$ cat src/rtl/ufm_reader.sv
// rtl/ufm_reader.sv - streams UFM flash page bytes through the MachXO EFB Wishbone port.
// Define UFM_READER_AUTOINC_EN to keep reading consecutive pages until rst.
module ufm_reader (
   input  logic        clk,
   input  logic        rst,
   input  logic        start,
   input  logic [13:0] start_page,
   input  logic        stb,
   output logic [7:0]  data,
   output logic        data_valid,
   output logic        busy,
   output logic        wb_cyc_o,
   output logic        wb_stb_o,
   output logic        wb_we_o,
   output logic [7:0]  wb_adr_o,
   output logic [7:0]  wb_dat_o,
   input  logic [7:0]  wb_dat_i,
   input  logic        wb_ack_i
);

   typedef enum logic [2:0] {
      S_IDLE, S_ENABLE, S_SETADDR, S_READCMD, S_WAIT_REQ, S_READ_BYTE, S_CLOSE
   } state_t;

   localparam logic [7:0] CFGCR   = 8'h70;
   localparam logic [7:0] CFGTXDR = 8'h71;
   localparam logic [7:0] CFGRXDR = 8'h73;

   state_t      state_q, state_d;
   logic [3:0]  step_q, step_d;
   logic [3:0]  byte_cnt_q, byte_cnt_d;
   logic [13:0] page_q, page_d;
   logic        pend_q, pend_d;
   logic        cyc_q, cyc_d;
   logic        we_q, we_d;
   logic        busy_q, busy_d;
   logic        data_valid_q, data_valid_d;
   logic [7:0]  adr_q, adr_d;
   logic [7:0]  dat_o_q, dat_o_d;
   logic [7:0]  data_q, data_d;

   logic [7:0]  op_adr, op_dat;
   logic        op_last;

   // Register write performed at each step of the command-frame states.
   always_comb begin
      op_adr  = CFGTXDR;
      op_dat  = 8'h00;
      op_last = 1'b0;
      case (state_q)
         S_ENABLE: begin
            case (step_q)
               4'd0:    op_adr = CFGCR;
               4'd1:    begin op_adr = CFGCR; op_dat = 8'h80; end
               4'd2:    op_dat = 8'h74;
               4'd3:    op_dat = 8'h08;
               4'd4:    op_dat = 8'h00;
               4'd5:    op_dat = 8'h00;
               default: begin op_adr = CFGCR; op_last = 1'b1; end
            endcase
         end
         S_SETADDR: begin
            case (step_q)
               4'd0:    begin op_adr = CFGCR; op_dat = 8'h80; end
               4'd1:    op_dat = 8'hB4;
               4'd5:    op_dat = 8'h40;
               4'd7:    op_dat = {2'b00, page_q[13:8]};
               4'd8:    op_dat = page_q[7:0];
               4'd9:    begin op_adr = CFGCR; op_last = 1'b1; end
               default: op_dat = 8'h00;
            endcase
         end
         S_READCMD: begin
            case (step_q)
               4'd0:    begin op_adr = CFGCR; op_dat = 8'h80; end
               4'd1:    op_dat = 8'hCA;
               4'd2:    op_dat = 8'h00;
               4'd3:    op_dat = 8'h00;
               default: begin op_dat = 8'h01; op_last = 1'b1; end
            endcase
         end
         default: begin
            op_adr  = CFGCR;
            op_last = 1'b1;
         end
      endcase
   end

   always_comb begin
      state_d      = state_q;
      step_d       = step_q;
      byte_cnt_d   = byte_cnt_q;
      page_d       = page_q;
      pend_d       = pend_q;
      cyc_d        = cyc_q;
      we_d         = we_q;
      adr_d        = adr_q;
      dat_o_d      = dat_o_q;
      data_d       = data_q;
      data_valid_d = 1'b0;

      // Requests arriving while no read frame is ready are remembered, not dropped.
      case (state_q)
         S_IDLE, S_ENABLE, S_SETADDR, S_READCMD, S_CLOSE:
            if (stb && !data_valid_q) pend_d = 1'b1;
         default: ;
      endcase

      case (state_q)
         S_IDLE: begin
            if (start) begin
               page_d  = start_page;
               step_d  = 4'd0;
               state_d = S_ENABLE;
            end
         end
         S_WAIT_REQ: begin
            if ((stb || pend_q) && !data_valid_q) begin
               pend_d  = 1'b0;
               cyc_d   = 1'b1;
               we_d    = 1'b0;
               adr_d   = CFGRXDR;
               state_d = S_READ_BYTE;
            end
         end
         S_READ_BYTE: begin
            if (wb_ack_i) begin
               cyc_d        = 1'b0;
               data_d       = wb_dat_i;
               data_valid_d = 1'b1;
               byte_cnt_d   = byte_cnt_q + 4'd1;
               if (byte_cnt_q == 4'd15) begin
                  page_d  = page_q + 14'd1;
                  step_d  = 4'd0;
                  state_d = S_CLOSE;
               end else begin
                  state_d = S_WAIT_REQ;
               end
            end
         end
         default: begin
            if (!cyc_q) begin
               cyc_d   = 1'b1;
               we_d    = 1'b1;
               adr_d   = op_adr;
               dat_o_d = op_dat;
            end else if (wb_ack_i) begin
               cyc_d = 1'b0;
               we_d  = 1'b0;
               if (!op_last) begin
                  step_d = step_q + 4'd1;
               end else begin
                  step_d = 4'd0;
                  case (state_q)
                     S_ENABLE:  state_d = S_SETADDR;
                     S_SETADDR: state_d = S_READCMD;
                     S_READCMD: begin
                        byte_cnt_d = 4'd0;
                        state_d    = S_WAIT_REQ;
                     end
`ifdef UFM_READER_AUTOINC_EN
                     default:   state_d = S_READCMD;
`else
                     default:   state_d = S_IDLE;
`endif
                  endcase
               end
            end
         end
      endcase

      busy_d = (state_d != S_IDLE);
   end

   // Reset drops any open bus cycle without a close write.
   always_ff @(posedge clk) begin
      if (rst) begin
         state_q      <= S_IDLE;
         step_q       <= 4'd0;
         byte_cnt_q   <= 4'd0;
         page_q       <= 14'd0;
         pend_q       <= 1'b0;
         cyc_q        <= 1'b0;
         we_q         <= 1'b0;
         busy_q       <= 1'b0;
         adr_q        <= 8'h00;
         dat_o_q      <= 8'h00;
         data_q       <= 8'h00;
         data_valid_q <= 1'b0;
      end else begin
         state_q      <= state_d;
         step_q       <= step_d;
         byte_cnt_q   <= byte_cnt_d;
         page_q       <= page_d;
         pend_q       <= pend_d;
         cyc_q        <= cyc_d;
         we_q         <= we_d;
         busy_q       <= busy_d;
         adr_q        <= adr_d;
         dat_o_q      <= dat_o_d;
         data_q       <= data_d;
         data_valid_q <= data_valid_d;
      end
   end

   assign data       = data_q;
   assign data_valid = data_valid_q;
   assign busy       = busy_q;
   assign wb_cyc_o   = cyc_q;
   assign wb_stb_o   = cyc_q;
   assign wb_we_o    = we_q;
   assign wb_adr_o   = adr_q;
   assign wb_dat_o   = dat_o_q;

endmodule

$ cat config.mk
export PLATFORM = sky130hd
export DESIGN_NAME = ufm_reader
export DESIGN_NICKNAME = d
export VERILOG_FILES = /design/src/rtl/ufm_reader.sv
export SDC_FILE = /design/constraint.sdc
export NUM_CORES = 1
export LEC_CHECK = 0
export CORE_UTILIZATION = 40
export DETAILED_ROUTE_END_ITERATION = 16
export PLACE_DENSITY = 0.68
export REMOVE_ABC_BUFFERS = 1
export SYNTH_ARGS = -nofsm -noshare
export SYNTH_HDL_FRONTEND = slang
export SYNTH_SLANG_ARGS = --single-unit
$ cat constraint.sdc
create_clock -name clk -period 1.85 [get_ports clk]
set_clock_uncertainty 0.2 [all_clocks]
set_input_delay 0.37 -clock clk [delete_from_list [all_inputs] [get_ports clk]]
set_output_delay 0.37 -clock clk [all_outputs]
set_load 0.02 [all_outputs]
==> run_results.csv <==
group,metric,value,unit
status,status,"finished, violations left",
status,failed_checks,"negative setup slack",
worst_setup_path,crit_fanout,7,
timing,tns,-0.409,ns
clocking,cts_sinks,49,
min_path,worst_hold_startpoint,"data[0]",
worst_setup_path,crit_path_end_kind,"register",
routing,viasPerCell,5.76,
layout,most-common-layout-cells,"buf_4 (69), nand2_1 (45), dfxtp_1 (42), nor2_1 (36), clkdlybuf4s50_1 (29)",
routing,drt-pass1-iter-count,4,
worst_setup_path,crit_type,"reg2reg",
power,total_power,0.00240,W
worst_setup_path,critPathLaunchType,"register",
layout,design_area,0.00425,mm^2
place,gp_congestion,0.894,
place,dp_hpwl,5910,um
layout,fin_nets,496,
floorplan,start_util,42.4,%
routing,routed_wl,8760,um
place,port_buffers,52,
grt,grt_max_degree,28,
routing,dr.first_iter.drc_count,304,
timing,max_freq,0.510,GHz
timing,rsz0062_at_grt,"true",
power,power_leakage,1.90,nW
clocking,clockBufferDepth,2,
layout,fillers,564,
min_path,min_path_cells,2,
timing,setup_viol,11,
timing,whs,0.259,ns
layout,seq_area,0.00100,mm^2
clocking,cts_buffers,5,
worst_setup_path,reg2reg_slack,-0.11,ns
synthesis,netlist-cell-type-count,62,
layout,n_antenna_cell,0,
grt,grt_pass1_vias,2945,
floorplan,io_pins,56,
worst_setup_path,cp_data_required_time,1.84,ns
synthesis,syn_avg_cell_area,7.74,um^2
synthesis,seq_area_frac_synth,35.6,%
worst_setup_path,critPathSlowestCell,"or4b_4",
floorplan,core,0.00649,mm^2
place,place_area,0.00371,mm^2
worst_setup_path,reg2reg_from,"state_q[0]",
synthesis,syn-cell-area,0.00275,mm^2
power,ir_drop,292,uV
min_path,min_path_type,"reg2reg",
floorplan,row_count,29,
routing,routed-via-count,3115,
min_path,min_to,"data[0]",
clocking,cts_root_buf,"clkbuf_8",
worst_setup_path,path_cells,"or4b_4 -> a31o_4 -> a32oi_1 -> o41ai_4",
clocking,cts_tree,"done",
routing,drc,0,
timing,period_needed,1.96,ns
timing,final_max_slew_viol_count,0,
synthesis,yosys_warnings,0,
synthesis,ys_seq_elements,49,
layout,layout-drive-gt1-share,29.5,%
run,max_cap_violations,0,
floorplan,die_h,85.0,um
grt,grt_usage,23.7,%
layout,multi_input_area,0.00179,mm^2
clocking,hold_buffers,0,
grt,grt_first_pass_wirelength,13700,um
power,powerDensity,566,mW/mm^2
clocking,clk_latency,0.30,ns
grt,overflow,0,
routing,routedWlPerCell,16.2,um
timing,fin_crit_sh,106,%
worst_setup_path,r2r_cells,4,
layout,area_growth,54.2,%
worst_setup_path,crit_start,"state_q[0]",
synthesis,synth-edff-count,0,
timing,setup_slack,-0.112,ns
synthesis,synth-main-ff-cell,"dfxtp_1",
worst_setup_path,cp_data_arrival_time,1.95,ns
synthesis,ys_async_sr_fraction,0,%
floorplan,die_area,0.00722,mm^2
floorplan,die_w,85.0,um
grt,antenna_found_initial,0,
worst_setup_path,cpPeakStageDelay,0.58,ns
place,place_ws,-0.517,ns
synthesis,netlist_instances,356,
worst_setup_path,regToRegEndpoint,"step_q[3]",
routing,ant_nets,0,
clocking,clk_pin_slew,0.10,ns
timing,hold_viol,0,
clocking,htreeDepth,2,
layout,layout_commonest_cell,"buf_4",
-- logic make-up (layout without fill, tap and decap cells) --
logic type               Yosys count  count (layout)  share of synthesized area [%]
flip-flops                        49              49                           35.6
AND/OR/NAND/NOR                  147             147                           25.5
XOR/XNOR                           3               3                          0.954
adder cells (fa/ha/maj)            6               6                           2.73
other                              1               3                          0.136
buffers and inverters             43             149                           7.31
AO/OA/AOI/OAI                    107             107                           27.8
-- flip-flops by register name (all words and copies together), names as in the netlist --
| register | flops |
|---|---|
| state_q | 3 |
| data_valid | 1 |
| page_q | 14 |
| pend_q | 1 |
| wb_dat_o | 8 |
| byte_cnt_q | 4 |
| data | 8 |
| wb_adr_o | 3 |
| busy | 1 |
| wb_cyc_o | 1 |
| step_q | 4 |
| wb_we_o | 1 |
-- power by group --
part / internal, W / switching, W / total [W]
clock: 0.000440 / 0.000371 / 0.000811
sequential: 0.00109 / 0.0000408 / 0.00113
combinational: 0.000239 / 0.000225 / 0.000464
total: 0.00177 / 0.000637 / 0.00240
-- routing by layer --
| layer | track usage, % | share of wire, % |
|---|---|---|
| met1 | 31.6 | 43 |
| met2 | 38.6 | 49 |
| met3 | 4.09 | 6.7 |
| met4 | 8.17 | 1.3 |
| met5 | 0 | 0 |
-- critical path, delay by kind of cell (launching register included) --
kind,cells,cell delay [ns]
AOI/OAI and AO/OA,3,0.68
and+or+nand+nor,1,0.58
DFF,1,0.38
-- worst max-delay path by stage --
stage,slack (ns),to
2_1_floorplan,-0.46,page_q[9]
3_3_place_gp,-0.46,page_q[13]
3_5_place_dp,-0.52,page_q[13]
4_1_cts,-0.08,step_q[3]
5_1_grt,-0.16,busy
6_report,-0.11,step_q[3]
-- per-stage QoR --
step,utilization (%),std cells
after floorplan,-,327
after global placement,57.1,519
after detailed placement,57.1,519
after CTS,60.1,529
after global routing,65.4,541
final,65.4,541
-- cells in the mapped netlist (4+ instances only) --
master	instances	area share [%]
ha_1	6	2.7
a22o_1	4	1.3
nand3_1	9	1.6
o21ai_0	21	3.8
nand2_1	48	6.5
inv_1	12	1.6
a32oi_1	5	1.6
dfxtp_1	49	36
buf_2	7	1.3
a21oi_1	26	4.7
a32o_1	4	1.5
buf_4	6	1.6
nand4_1	7	1.6
nor3_1	14	2.5
a221o_1	7	2.5
clkbuf_1	15	2.0
nor2_1	39	5.3
nor2b_1	5	1.1
and2_1	7	1.6
a2bb2oi_1	4	1.3
-- cell type report --
cell class	instances	share of cell area, %
Timing Repair Buffer	129	28.0
Sequential cell	49	23.6
Inverter	12	1.18
Multi-Input combinational cell	266	42.2
Tap cell	77	2.27
Clock inverter	2	0.884
Clock buffer	6	1.94
-- repair_timing --
| action | 4_1_cts | 5_1_grt |
|---|---|---|
| gates resized for setup | 35 | 64 |
| endpoints found under the setup margin | 37 | 36 |
| cloned | 0 | 2 |
| buffers inserted | 2 | 10 |
| pin swaps | 5 | 23 |
Note: power is estimated with default switching activity, not from simulation.
==> edit, RTL diff (same settings) <==
Take the reset off `adr_q`, `dat_o_q` and `data_q` and load them in a clocked block of their own.
--- a/src/rtl/ufm_reader.sv
+++ b/src/rtl/ufm_reader.sv
@@ -183,9 +183,6 @@
          cyc_q        <= 1'b0;
          we_q         <= 1'b0;
          busy_q       <= 1'b0;
-         adr_q        <= 8'h00;
-         dat_o_q      <= 8'h00;
-         data_q       <= 8'h00;
          data_valid_q <= 1'b0;
       end else begin
          state_q      <= state_d;
@@ -196,11 +193,14 @@
          cyc_q        <= cyc_d;
          we_q         <= we_d;
          busy_q       <= busy_d;
-         adr_q        <= adr_d;
-         dat_o_q      <= dat_o_d;
-         data_q       <= data_d;
          data_valid_q <= data_valid_d;
       end
+   end
+
+   always_ff @(posedge clk) begin
+      adr_q   <= adr_d;
+      dat_o_q <= dat_o_d;
+      data_q  <= data_d;
    end
 
    assign data       = data_q;
Formal check against the unedited RTL: differs if rst is asserted again (counterexample within 4 cycles, from zero or initial values and one cycle with rst high); with rst held inactive, the same outputs for 10 cycles.
==> edit against the unedited design <==
The run still ends with setup timing left; cell count decreased by 5.5%; global-route usage decreased by 1.8 points; via count decreased by 7.2%; routed wire length decreased by 11%; area after synthesis about the same; design area decreased by 2.9%; sequential share of layout area increased by 4.5 points; sequential cell count decreased by 1; setup slack improved by 55 ps; sequential power increased by 9%; count of clock-buffer cells in the layout unchanged; total power increased by 8.4%; largest cell class unchanged.
==> edit: results (changes against the unedited design) <==
Setup path
  – Highest net fanout along the worst path: 6 (-1)
  – Critical Path Slowest Stage Cell: sky130_fd_sc_hd__dfxtp_4
  – Source of the worst register-to-register timing path: step_q[1]$_SDFFE_PP0P_
  – Max stage delay on crit path: 390 ps (-190 ps)
  – Number of cells traversed by the worst register-to-register path: 8 (+4)

Status
  – Violated checks: setup timing
  – Result of the run: finished, violations left

Finish
  – Multi-input gate share of the layout cell area: 0.397 (-0.0252)
  – Share of final layout cell area taken by non-clock buffers: 0.270 (-0.00967)
  – Multi-input logic cell count: 244 (-8.3%)
  – Share of final-layout standard cells stronger than drive strength 1: 0.300 (+0.00428)
  – Sequential cell area: 1160 µm² (+15%)
  – Buffers, non-clock: 125 (-3.1%)
  – Number of nets in the final layout: 466 (-6.0%)
  – Clock-cell share of area: 0.0203 (-0.00796)
  – Inverters, non-clock: 9 (-3)

Placement
  – IO Port Bufs: 49 (-5.8%)
  – Placed instance area: 3750 µm² (+1.0%)
  – Placer's final routability congestion estimate: 0.839 (-6.1%)
  – Placed wire-length estimate after detailed placement: 5.47 mm (-7.4%)

Synthesis
  – Sequential fraction of the synthesis area: 0.414 (+0.0578)
  – Most area-consuming cells after synthesis: sky130_fd_sc_hd__dfxtp_1 22%, sky130_fd_sc_hd__edfxtp_1 20%, sky130_fd_sc_hd__nand2_1 5.6%, sky130_fd_sc_hd__a21oi_1 4.5%, sky130_fd_sc_hd__nor2_1 4.1%
  – Synthesized area: 2760 µm² (about the same)
  – Unique masters post-synth: 57 (-8.1%)
  – Number of enable flip-flop cells after synthesis: 18 (+18)

Hold path
  – Endpoint of the worst hold path: wb_we_o$_SDFFE_PP0P_
  – Worst hold path startpoint: wb_we_o$_SDFFE_PP0P_
  – Worst hold path stage count: 2 (unchanged)

STA
  – Number of failing setup endpoints in the final timing report: 10 (-1)
  – Final Worst Setup Slack: -56.7 ps (+55.4 ps)

Pwr
  – Highest ir drop seen on vdd: 0.000280 V (-4.1%)
  – Total leakage power: 0.00168 µW (-12%)

Detailed routing
  – Number of DRC violations after detailed-routing iteration 0: 170 (-44%)
  – Detailed-route vias per instance: 5.66 (-1.8%)
  – Number of detailed-route iterations in the first pass: 5 (+1)

Clocking
  – Setup repair bufs after CTS: 4 (+2)
  – Number of clock sinks: 48 (-2.0%)

Global route
  – Largest net degree at the start of global routing: 26 (-7.1%)
  – Wire length of the first global-routing pass: 12.7 mm (-7.2%)
## edit: changes by cell type after synthesis, moves of 4 or more
cell / before / now
sky130_fd_sc_hd__dfxtp_1: 49 / 30
sky130_fd_sc_hd__edfxtp_1: 0 / 18
sky130_fd_sc_hd__o21ai_0: 21 / 6
sky130_fd_sc_hd__o21ai_1: 0 / 15
sky130_fd_sc_hd__a31oi_1: 3 / 12
sky130_fd_sc_hd__nor2_1: 39 / 30
sky130_fd_sc_hd__a221o_1: 7 / 0
sky130_fd_sc_hd__nand2_1: 48 / 41
sky130_fd_sc_hd__inv_1: 12 / 6
sky130_fd_sc_hd__a22o_1: 4 / 0
sky130_fd_sc_hd__a32oi_1: 5 / 1
sky130_fd_sc_hd__buf_4: 6 / 10
## edit: stage by stage
step | hold slack, ps | setup slack, ps | cells | power (µW)
final | 281 | -56.7 | 511 | 2610
after global placement | 272 | -389 | 497 | 1890
after detailed placement | 278 | -411 | 497 | 1900
after CTS | 291 | -55.5 | 509 | 2580
after global routing | 309 | -159 | 511 | 2740
after floorplan | 239 | -239 | 301 | 1560
## edit: logic make-up after synthesis
| logic type | share of synthesized area |
|---|---|
| AND/OR/NAND/NOR | 0.219 |
| AO/OA/AOI/OAI | 0.260 |
| flip-flops | 0.414 |
| buffers and inverters | 0.0713 |
| adder cells (fa/ha/maj) | 0.0272 |
| XOR/XNOR | 0.00636 |
| other | 0.00272 |
## edit: routing by layer
metal	up-vias	track usage	wire length (µm)
met1	1377	0.283	3530
met4	0	0.0678	131
met5	-	0	0
met3	11	0.0389	367
li1	1406	-	-
met2	96	0.373	3730
## edit: report_power, final
part           switching [µW]  total (µW)  internal (µW)
logic                     381         747            366
registers                54.2        1230           1170
clock network             368         634            266
total                     803        2610           1800
